===== src/rtl/axi_mem_arbiter_pkg.sv =====
// rtl/axi_mem_arbiter_pkg.sv - shared types and constants for the IFU/LSU memory arbiter
package axi_mem_arbiter_pkg;

    typedef enum logic [2:0] {
        ST_IDLE     = 3'd0,
        ST_IFU_RD   = 3'd1,
        ST_LSU_RD   = 3'd2,
        ST_LSU_WR   = 3'd3,
        ST_ERR_RESP = 3'd4
    } state_e;

    // Which master owns the current transaction; kept through ERR_RESP so the
    // fabricated response goes back to the right place.
    typedef enum logic [1:0] {
        GNT_IFU    = 2'd0,
        GNT_LSU_RD = 2'd1,
        GNT_LSU_WR = 2'd2
    } gnt_e;

    localparam logic [1:0] RESP_OKAY   = 2'b00;
    localparam logic [1:0] RESP_SLVERR = 2'b10;

endpackage


===== src/rtl/axi_mem_arbiter_watchdog.sv =====
// rtl/axi_mem_arbiter_watchdog.sv - per-transaction hang detector for the memory arbiter
module axi_watchdog #(
    parameter int TIMEOUT = 1023
) (
    input  logic clk,
    input  logic rst,
    input  logic i_clear,
    input  logic i_enable,
    output logic o_expire
);

    localparam int CW = (TIMEOUT > 1) ? $clog2(TIMEOUT + 1) : 1;

    logic [CW-1:0] r_count;

    // Cycles spent in the current transaction; restarts on every grant.
    always_ff @(posedge clk) begin
        if (rst || i_clear) begin
            r_count <= '0;
        end else if (i_enable) begin
            r_count <= r_count + CW'(1);
        end
    end

    // A zero limit means the watchdog is switched off entirely.
    assign o_expire = (TIMEOUT != 0) && i_enable && (r_count == CW'(TIMEOUT));

endmodule


===== src/rtl/axi_mem_arbiter.sv =====
// rtl/axi_mem_arbiter.sv - IFU/LSU to single AXI4 slave arbiter, one transaction at a time
module axi_mem_arbiter
    import axi_mem_arbiter_pkg::*;
#(
    parameter int ADDR_W  = 32,
    parameter int DATA_W  = 32,
    parameter int TIMEOUT = 1023
) (
    input  logic                clk,
    input  logic                rst,
    input  logic                ifu_arvalid,
    output logic                ifu_arready,
    input  logic [ADDR_W-1:0]   ifu_araddr,
    input  logic [3:0]          ifu_arid,
    input  logic [7:0]          ifu_arlen,
    input  logic [2:0]          ifu_arsize,
    input  logic [1:0]          ifu_arburst,
    output logic                ifu_rvalid,
    input  logic                ifu_rready,
    output logic [DATA_W-1:0]   ifu_rdata,
    output logic [1:0]          ifu_rresp,
    output logic                ifu_rlast,
    output logic [3:0]          ifu_rid,
    input  logic                lsu_arvalid,
    output logic                lsu_arready,
    input  logic [ADDR_W-1:0]   lsu_araddr,
    input  logic [3:0]          lsu_arid,
    input  logic [7:0]          lsu_arlen,
    input  logic [2:0]          lsu_arsize,
    input  logic [1:0]          lsu_arburst,
    output logic                lsu_rvalid,
    input  logic                lsu_rready,
    output logic [DATA_W-1:0]   lsu_rdata,
    output logic [1:0]          lsu_rresp,
    output logic                lsu_rlast,
    output logic [3:0]          lsu_rid,
    input  logic                lsu_awvalid,
    output logic                lsu_awready,
    input  logic [ADDR_W-1:0]   lsu_awaddr,
    input  logic [3:0]          lsu_awid,
    input  logic [7:0]          lsu_awlen,
    input  logic [2:0]          lsu_awsize,
    input  logic [1:0]          lsu_awburst,
    input  logic                lsu_wvalid,
    output logic                lsu_wready,
    input  logic [DATA_W-1:0]   lsu_wdata,
    input  logic [DATA_W/8-1:0] lsu_wstrb,
    input  logic                lsu_wlast,
    output logic                lsu_bvalid,
    input  logic                lsu_bready,
    output logic [1:0]          lsu_bresp,
    output logic [3:0]          lsu_bid,
    output logic                m_arvalid,
    input  logic                m_arready,
    output logic [ADDR_W-1:0]   m_araddr,
    output logic [3:0]          m_arid,
    output logic [7:0]          m_arlen,
    output logic [2:0]          m_arsize,
    output logic [1:0]          m_arburst,
    input  logic                m_rvalid,
    output logic                m_rready,
    input  logic [DATA_W-1:0]   m_rdata,
    input  logic [1:0]          m_rresp,
    input  logic                m_rlast,
    input  logic [3:0]          m_rid,
    output logic                m_awvalid,
    input  logic                m_awready,
    output logic [ADDR_W-1:0]   m_awaddr,
    output logic [3:0]          m_awid,
    output logic [7:0]          m_awlen,
    output logic [2:0]          m_awsize,
    output logic [1:0]          m_awburst,
    output logic                m_wvalid,
    input  logic                m_wready,
    output logic [DATA_W-1:0]   m_wdata,
    output logic [DATA_W/8-1:0] m_wstrb,
    output logic                m_wlast,
    input  logic                m_bvalid,
    output logic                m_bready,
    input  logic [1:0]          m_bresp,
    input  logic [3:0]          m_bid,
    output logic                timeout_err
);

    state_e     r_state;
    gnt_e       r_gnt;
    logic [3:0] r_err_id;

    logic w_busy;
    logic w_grant;
    logic w_rd_done;
    logic w_wr_done;
    logic w_expire;
    logic w_err_ack;

    assign w_busy    = (r_state == ST_IFU_RD) || (r_state == ST_LSU_RD) || (r_state == ST_LSU_WR);
    assign w_grant   = (r_state == ST_IDLE) && (lsu_awvalid || lsu_arvalid || ifu_arvalid);
    assign w_rd_done = ((r_state == ST_IFU_RD) || (r_state == ST_LSU_RD)) && m_rvalid && m_rready && m_rlast;
    assign w_wr_done = (r_state == ST_LSU_WR) && m_bvalid && m_bready;
    assign w_err_ack = (r_gnt == GNT_IFU)    ? ifu_rready :
                       (r_gnt == GNT_LSU_RD) ? lsu_rready : lsu_bready;

    // A slave that finishes on the very cycle the limit is hit wins over the timeout.
    assign timeout_err = w_expire && !w_rd_done && !w_wr_done;

    axi_watchdog #(
        .TIMEOUT (TIMEOUT)
    ) u_wd (
        .clk      (clk),
        .rst      (rst),
        .i_clear  (w_grant),
        .i_enable (w_busy),
        .o_expire (w_expire)
    );

    // Grant/transaction state; the id is latched so an error reply carries the request's id.
    always_ff @(posedge clk) begin
        if (rst) begin
            r_state  <= ST_IDLE;
            r_gnt    <= GNT_IFU;
            r_err_id <= '0;
        end else begin
            case (r_state)
                ST_IDLE: begin
                    if (lsu_awvalid) begin
                        r_state  <= ST_LSU_WR;
                        r_gnt    <= GNT_LSU_WR;
                        r_err_id <= lsu_awid;
                    end else if (lsu_arvalid) begin
                        r_state  <= ST_LSU_RD;
                        r_gnt    <= GNT_LSU_RD;
                        r_err_id <= lsu_arid;
                    end else if (ifu_arvalid) begin
                        r_state  <= ST_IFU_RD;
                        r_gnt    <= GNT_IFU;
                        r_err_id <= ifu_arid;
                    end
                end
                ST_IFU_RD, ST_LSU_RD, ST_LSU_WR: begin
                    if (w_rd_done || w_wr_done) begin
                        r_state <= ST_IDLE;
                    end else if (w_expire) begin
                        r_state <= ST_ERR_RESP;
                    end
                end
                ST_ERR_RESP: begin
                    if (w_err_ack) begin
                        r_state <= ST_IDLE;
                    end
                end
                default: r_state <= ST_IDLE;
            endcase
        end
    end

    // Request payloads need no gating: the slave only looks at them under a valid.
    assign m_araddr  = (r_gnt == GNT_LSU_RD) ? lsu_araddr  : ifu_araddr;
    assign m_arid    = (r_gnt == GNT_LSU_RD) ? lsu_arid    : ifu_arid;
    assign m_arlen   = (r_gnt == GNT_LSU_RD) ? lsu_arlen   : ifu_arlen;
    assign m_arsize  = (r_gnt == GNT_LSU_RD) ? lsu_arsize  : ifu_arsize;
    assign m_arburst = (r_gnt == GNT_LSU_RD) ? lsu_arburst : ifu_arburst;
    assign m_awaddr  = lsu_awaddr;
    assign m_awid    = lsu_awid;
    assign m_awlen   = lsu_awlen;
    assign m_awsize  = lsu_awsize;
    assign m_awburst = lsu_awburst;
    assign m_wdata   = lsu_wdata;
    assign m_wstrb   = lsu_wstrb;
    assign m_wlast   = lsu_wlast;

    // Handshake routing to the granted master, plus the fabricated error reply.
    always_comb begin
        m_arvalid   = 1'b0;
        m_rready    = 1'b0;
        m_awvalid   = 1'b0;
        m_wvalid    = 1'b0;
        m_bready    = 1'b0;
        ifu_arready = 1'b0;
        ifu_rvalid  = 1'b0;
        lsu_arready = 1'b0;
        lsu_rvalid  = 1'b0;
        lsu_awready = 1'b0;
        lsu_wready  = 1'b0;
        lsu_bvalid  = 1'b0;
        ifu_rdata   = m_rdata;
        ifu_rresp   = m_rresp;
        ifu_rlast   = m_rlast;
        ifu_rid     = m_rid;
        lsu_rdata   = m_rdata;
        lsu_rresp   = m_rresp;
        lsu_rlast   = m_rlast;
        lsu_rid     = m_rid;
        lsu_bresp   = m_bresp;
        lsu_bid     = m_bid;
        case (r_state)
            ST_IFU_RD: begin
                m_arvalid   = ifu_arvalid;
                ifu_arready = m_arready;
                ifu_rvalid  = m_rvalid;
                m_rready    = ifu_rready;
            end
            ST_LSU_RD: begin
                m_arvalid   = lsu_arvalid;
                lsu_arready = m_arready;
                lsu_rvalid  = m_rvalid;
                m_rready    = lsu_rready;
            end
            ST_LSU_WR: begin
                m_awvalid   = lsu_awvalid;
                lsu_awready = m_awready;
                m_wvalid    = lsu_wvalid;
                lsu_wready  = m_wready;
                lsu_bvalid  = m_bvalid;
                m_bready    = lsu_bready;
            end
            ST_ERR_RESP: begin
                case (r_gnt)
                    GNT_IFU: begin
                        ifu_rvalid = 1'b1;
                        ifu_rdata  = '0;
                        ifu_rresp  = RESP_SLVERR;
                        ifu_rlast  = 1'b1;
                        ifu_rid    = r_err_id;
                    end
                    GNT_LSU_RD: begin
                        lsu_rvalid = 1'b1;
                        lsu_rdata  = '0;
                        lsu_rresp  = RESP_SLVERR;
                        lsu_rlast  = 1'b1;
                        lsu_rid    = r_err_id;
                    end
                    default: begin
                        lsu_bvalid = 1'b1;
                        lsu_bresp  = RESP_SLVERR;
                        lsu_bid    = r_err_id;
                    end
                endcase
            end
            default: ;
        endcase
    end

endmodule


===== config.mk =====
export PLATFORM = sky130hd
export DESIGN_NAME = axi_mem_arbiter
export DESIGN_NICKNAME = d
export VERILOG_FILES = /design/src/rtl/axi_mem_arbiter_pkg.sv /design/src/rtl/axi_mem_arbiter_watchdog.sv /design/src/rtl/axi_mem_arbiter.sv
export SDC_FILE = /design/constraint.sdc
export NUM_CORES = 1
export LEC_CHECK = 0
export BUFFER_PORTS_ARGS = -buffer_cell sky130_fd_sc_hd__buf_2
export CAP_MARGIN = 20
export CORE_AREA = 2 2 184 186
export CTS_CLUSTER_SIZE = 25
export DETAILED_ROUTE_END_ITERATION = 12
export DIE_AREA = 0 0 186 188
export HOLD_SLACK_MARGIN = 0.12
export PLACE_DENSITY = 0.46
export RECOVER_POWER = 25
export SETUP_SLACK_MARGIN = 0.15
export SYNTH_ARGS = -nofsm -noshare
export SYNTH_HDL_FRONTEND = slang
export SYNTH_SLANG_ARGS = --single-unit

===== constraint.sdc =====
create_clock -name clk -period 1.86 [get_ports clk]
set_input_delay 0.372 -clock clk [delete_from_list [all_inputs] [get_ports clk]]
set_output_delay 0.372 -clock clk [all_outputs]
set_load 0.1 [all_outputs]

* After elaboration in Yosys (flattened, before gate mapping)
Index checks and enable logic that the tools add are counted.
Cells by class: $add $sub $neg 1, equal/unequal tests 9, muxes and demuxes 55, reductions and logical operators 24
Operator list (count):
- $mux 32 | 5
- $mux 4 | 10
- $mux 3 | 7
- $mux 2 | 10
- $mux 1 | 16
- $add 10x1->10 const B | 1
- $eq 10x10->1 const B | 1
- $pmux 1 s2 | 5
- $logic_and 1x1->1 | 9
- $pmux 3 s3 | 1
- $mux 8 | 1
- $eq 3x2->1 const B | 2
- $logic_or 1x1->1 | 6
- $ne 4x4->1 const B | 1
- $eq 3x1->1 const B | 1
- $eq 3x3->1 const B | 1
- $logic_not 3->1 | 1
- $ne 3x3->1 const B | 1
- $reduce_and 3->1 | 1
- $reduce_bool 3->1 | 1
- $reduce_or 3->1 | 1
- $eq 2x1->1 const B | 1
- $logic_not 1->1 | 2
- $logic_not 2->1 | 1
- other kinds (3) | 3
Storage, ports and cells: register bits 19, input port bits 243, output and inout port bits 232

* Logic depth before layout (Yosys ltp)
word-level depth 8, gate-level depth with buffers 7, gate-level depth less buffers 5

* Cells and area by module
From an unflattened synthesis, not the netlist that was laid out.
Second synthesis, totals: cell total of the unflattened synthesis 389, area total of the unflattened synthesis 3046.7 um^2
By module, submodules not included:
- axi_mem_arbiter | times used 1, cells each 337, area each 2566.2 um^2, sequential area each 180.2 um^2
- axi_watchdog | times used 1, cells each 52, area each 480.5 um^2, sequential area each 200.2 um^2

* Worst setup path before layout
OpenSTA, ideal clock, no wires.
path type flip-flop to output port, start point register r_state[2], end point output port timeout_err, data arrival time 3.489 ns, path slack -2.001 ns, cell stages (with the launch flop) 7, path buffers 2, cells stage by stage dfxtp_1 -> buf_6 -> o21ba_2 -> buf_4 -> and3_1 -> nand3_1 -> a311oi_1
Between the ends: cells in the longest elaborated chain, start to end 8
Ends and longest elaborated chain:
- from (decl) | RTL line axi_mem_arbiter.sv:85 | state_e r_state;
- from (signal assigned) | RTL line axi_mem_arbiter.sv:119 | r_state <= ST_IDLE;
- from (signal assigned) | RTL line axi_mem_arbiter.sv:126 | r_state <= ST_LSU_WR;
- from (signal assigned) | RTL line axi_mem_arbiter.sv:130 | r_state <= ST_LSU_RD;
- parallel branches: the longest is 7 deep, another holds $eq 3x2->1
- $logic_and 1x1->1 (*) | RTL line axi_mem_arbiter.sv:104 | assign timeout_err = w_expire && !w_rd_done && !w_wr_done;
- to (decl) | RTL line axi_mem_arbiter.sv:82 | output logic timeout_err
Mark *: on every way between the ends.

* Final worst setup path
start point register r_state[0], end point output port ifu_rid[2]
Between the ends: cells in the longest elaborated chain, start to end 2
Ends and longest elaborated chain:
- $eq 3x3->1 | RTL line axi_mem_arbiter.sv:195 | case (r_state)
- $mux 4 | RTL line axi_mem_arbiter.sv:195
- to (decl) | RTL line axi_mem_arbiter.sv:23 | output logic [3:0] ifu_rid,
Every way passes these cells.

==> metrics.md <==
| Metric | Value |
|---|---|
| Status | `finished, violations left` |
| Failing checks | `negative setup slack` |
| Ys flop type | `dfxtp_1` |
| Type of origin of the critical path | `flop` |
| Initial Utilization | `a little under a tenth` |
| CP Capture Type | `primary output` |
| Actual slew at the worst max-slew pin | `around 0.48 ns` |
| WL per Instance | `16.0 µm` |
| Pwr dens | `613 mW/mm²` |
| Residual DRC count | `0` |
| Crit Path Max Fanout | `20` |
| Setup crit end | `ifu_rid[2]` |
| Minimum clock period | `between 2 and 2.5 ns` |
| GRT Residual Overflow | `0` |
| Reg2Reg Setup Slack | `about 0.020 ns` |
| Die area | `0.0350 mm²` |
| Iteration-0 DRC Markers | `68` |
| Clk slew on worst S/H paths | `0.06 ns` |
| Cell row count | `67` |
| Worst IR Drop VDD | `0.241 mV` |
| Core Area | `0.0331 mm²` |
| Mapped cell area | `0.00303 mm²` |
| Max Cap Viol | `0` |
| Root buf cell | `clkbuf_16` |
| Global-route wire length before repair | `22400 µm` |
| Yosys Warn Count | `0` |
| DP Wirelength | `13000 µm` |
| Count of different cell masters after synthesis | `44` |
| Antenna diode count | `0` |
| Hold_buf cts | `0` |
| Vias in the first global route | `3608` |
| Top Ports | `475` |
| CTS Buffer Depth | `2` |
| CP Data Required Time | `1.49 ns` |
| Critical Path Source | `r_state[0]` |
| Setup violators final | `about 140` |
| Clock latency on the worst-skew pair | `0.25 ns` |
| CTS sink count | `19` |
| CTS buffer count | `3` |
| H-Tree Depth | `1` |
| Inst Count DP | `1058` |
| R2r endpoint | `r_state[0]` |
| Setup WS post-layout | `-0.516 ns` |
| Arrival time worst endpoint | `2.00 ns` |
| Worst setup path class | `reg -> out` |
| Syn_nets | `617` |
| Routed vias | `3600` |
| Die Y | `188 µm` |
| Hold Fails Final Rpt | `0` |
| Clk_skew | `0.00524 ns` |
| Max_slew headroom | `67.9%` |
| Drt pass-1 iters | `4` |
| #FFs+latches synth | `19` |
| Total Neg Setup Slack | `-43.47 ns` |
| Area Growth Syn to Fin | `166%` |
| CTS tree | `done` |
| Reg-to-Reg Start | `r_state[0]` |
| Async set or reset register ratio after synthesis | `0%` |
| Leakage | `~3.7 nW` |
| Seq/Total Area, Yosys | `12.6%` |
| Syn Area/Cell | `8.12 µm²` |
| Fin crit share | `128%` |
| Pin count of the biggest net entering global routing | `21` |
| Initial antenna violation count | `3` |
| GPL Wtd Cong | `0.697` |
| IO Port Bufs | `310` |
| Nets | `892` |
| Overall Global Routing Usage | `8.73%` |
| Via-to-Cell Ratio | `3.29` |
| Die width | `186 µm` |
| Unrepaired setup endpoints after global routing | `yes` |
| Final antenna-violating net count | `0` |
| Final wirelength | `17500 µm` |
| Peak Freq | `around 420 MHz` |
| Hold WC Path Type | `in -> reg` |
| R2r worst-path depth | `9` |
| Share of cells above drive strength 1 | `85.2%` |
| Post-route non-filler standard cell count | `~1100` |
| Max Slew Vio Count | `0` |
| Cells after Synth | `between 300 and 400` |
| Number of enable flip-flop cells after synthesis | `0` |
## critical path, stage by stage, from the launching register on
cell	delay (ns)
dfxtp_2	0.32
or3b_1	0.38
or3_4	0.37
buf_12	0.17
mux2_4	0.32
buf_12	0.17
## stage by stage
step           hold WS, ns  util [%]  setup slack (ns)  power (mW)  area [µm²]
2_1_floorplan        0.480         -            -0.467        3.73        3580
3_3_place_gp         0.505      18.9            -0.260        3.95        6250
3_5_place_dp         0.518      18.9            -0.252        3.96        6250
4_1_cts              0.440      22.5            -0.522        4.77        7440
5_1_grt              0.426      24.3            -0.563        5.10        8040
6_report             0.421      24.3            -0.516        4.93        8040
## registers in the layout, summed over array words and instances, names as in the netlist
name and cells:
u_wd.r_count 10, r_gnt 2, r_state 3, r_err_id 4
## cells in the mapped netlist, types with 3 or more instances
cell      count  area share (%)
mux2_4        4             2.0
mux2_2       57              21
nand2b_1      3            0.62
buf_6         5             1.9
nand3_1       6            0.99
mux2i_1       9             3.0
and2_1       74              15
clkbuf_1     15             1.9
dfxtp_1      19              13
nand2_1      13             1.6
nand4_1       4            0.83
nand3b_1      5             1.2
a21oi_1       8             1.3
buf_4        88              22
xor2_1        5             1.4
nor2_1       15             1.9
o21ai_0       7             1.2
## layout by cell type, fill, tap and decap left out, types with 7 or more instances in the layout
cell	Yosys	final
buf_2	1	164
buf_12	0	151
and2_4	0	73
mux2_4	4	52
buf_4	88	35
buf_6	5	19
dfxtp_1	19	16
nor2_1	15	15
nand2_1	13	11
mux2_2	57	9
mux2i_1	9	9
o21ai_0	7	7
clkbuf_16	0	7
## area by class of cell
type                       instances  area [µm²]
clock buffer                       3        75.1
clock inverter                     1        7.51
fill                            3436       25100
inverter                           1        6.26
multi-input combinational        244        2430
sequential                        19         384
tap                              448         561
timing repair buffer             379        4580
## worst min-delay path by stage
stage / start / to / depth (start not counted)
floorplan: u_wd.r_count[5] / u_wd.r_count[5] / 2
global placement: u_wd.r_count[9] / u_wd.r_count[9] / 2
detailed placement: u_wd.r_count[9] / u_wd.r_count[9] / 2
CTS: rst / r_err_id[2] / 2
global route: rst / r_state[1] / 2
finish: rst / r_state[1] / 2
## cells by family after synthesis
| logic type | after synthesis | synth area share (%) |
|---|---|---|
| muxes | 70 | 26.1 |
| DFF | 19 | 12.6 |
| buffers and inverters | 110 | 25.8 |
| adders and majority gates | 1 | 0.413 |
| AOI/OAI and AO/OA | 24 | 5.25 |
| and+or+nand+nor | 142 | 27.8 |
| xor gates and xnor gates | 7 | 2.02 |
## layer usage
| metal | routed length [µm] | part of all wire (%) | GRT usage [%] | vias to the layer above |
|---|---|---|---|---|
| met5 | 7 | 0.040 | 0 | - |
| met4 | 195 | 1.1 | 0.697 | 2 |
| met3 | 1760 | 10 | 3.53 | 18 |
| met2 | 8940 | 51 | 16.0 | 199 |
| met1 | 6610 | 38 | 9.73 | 1664 |
| li1 | - | - | - | 1717 |
## repair_timing
action | 4_1_cts | 5_1_grt
pin swaps | 5 | 16
setup endpoints to repair | 146 | 157
cloned | 5 | 4
setup buffers | 10 | 14
resized for setup | 245 | 86
## report_power, final
| group | total (mW) | leakage (nW) | internal (mW) | switching, mW |
|---|---|---|---|---|
| combinational | 3.98 | 3.54 | 1.60 | 2.39 |
| clock | 0.460 | 0.0371 | 0.291 | 0.169 |
| sequential | 0.488 | 0.156 | 0.442 | 0.0456 |
| total | 4.93 | 3.73 | 2.33 | 2.60 |
Power figures use the tool's default switching activity.
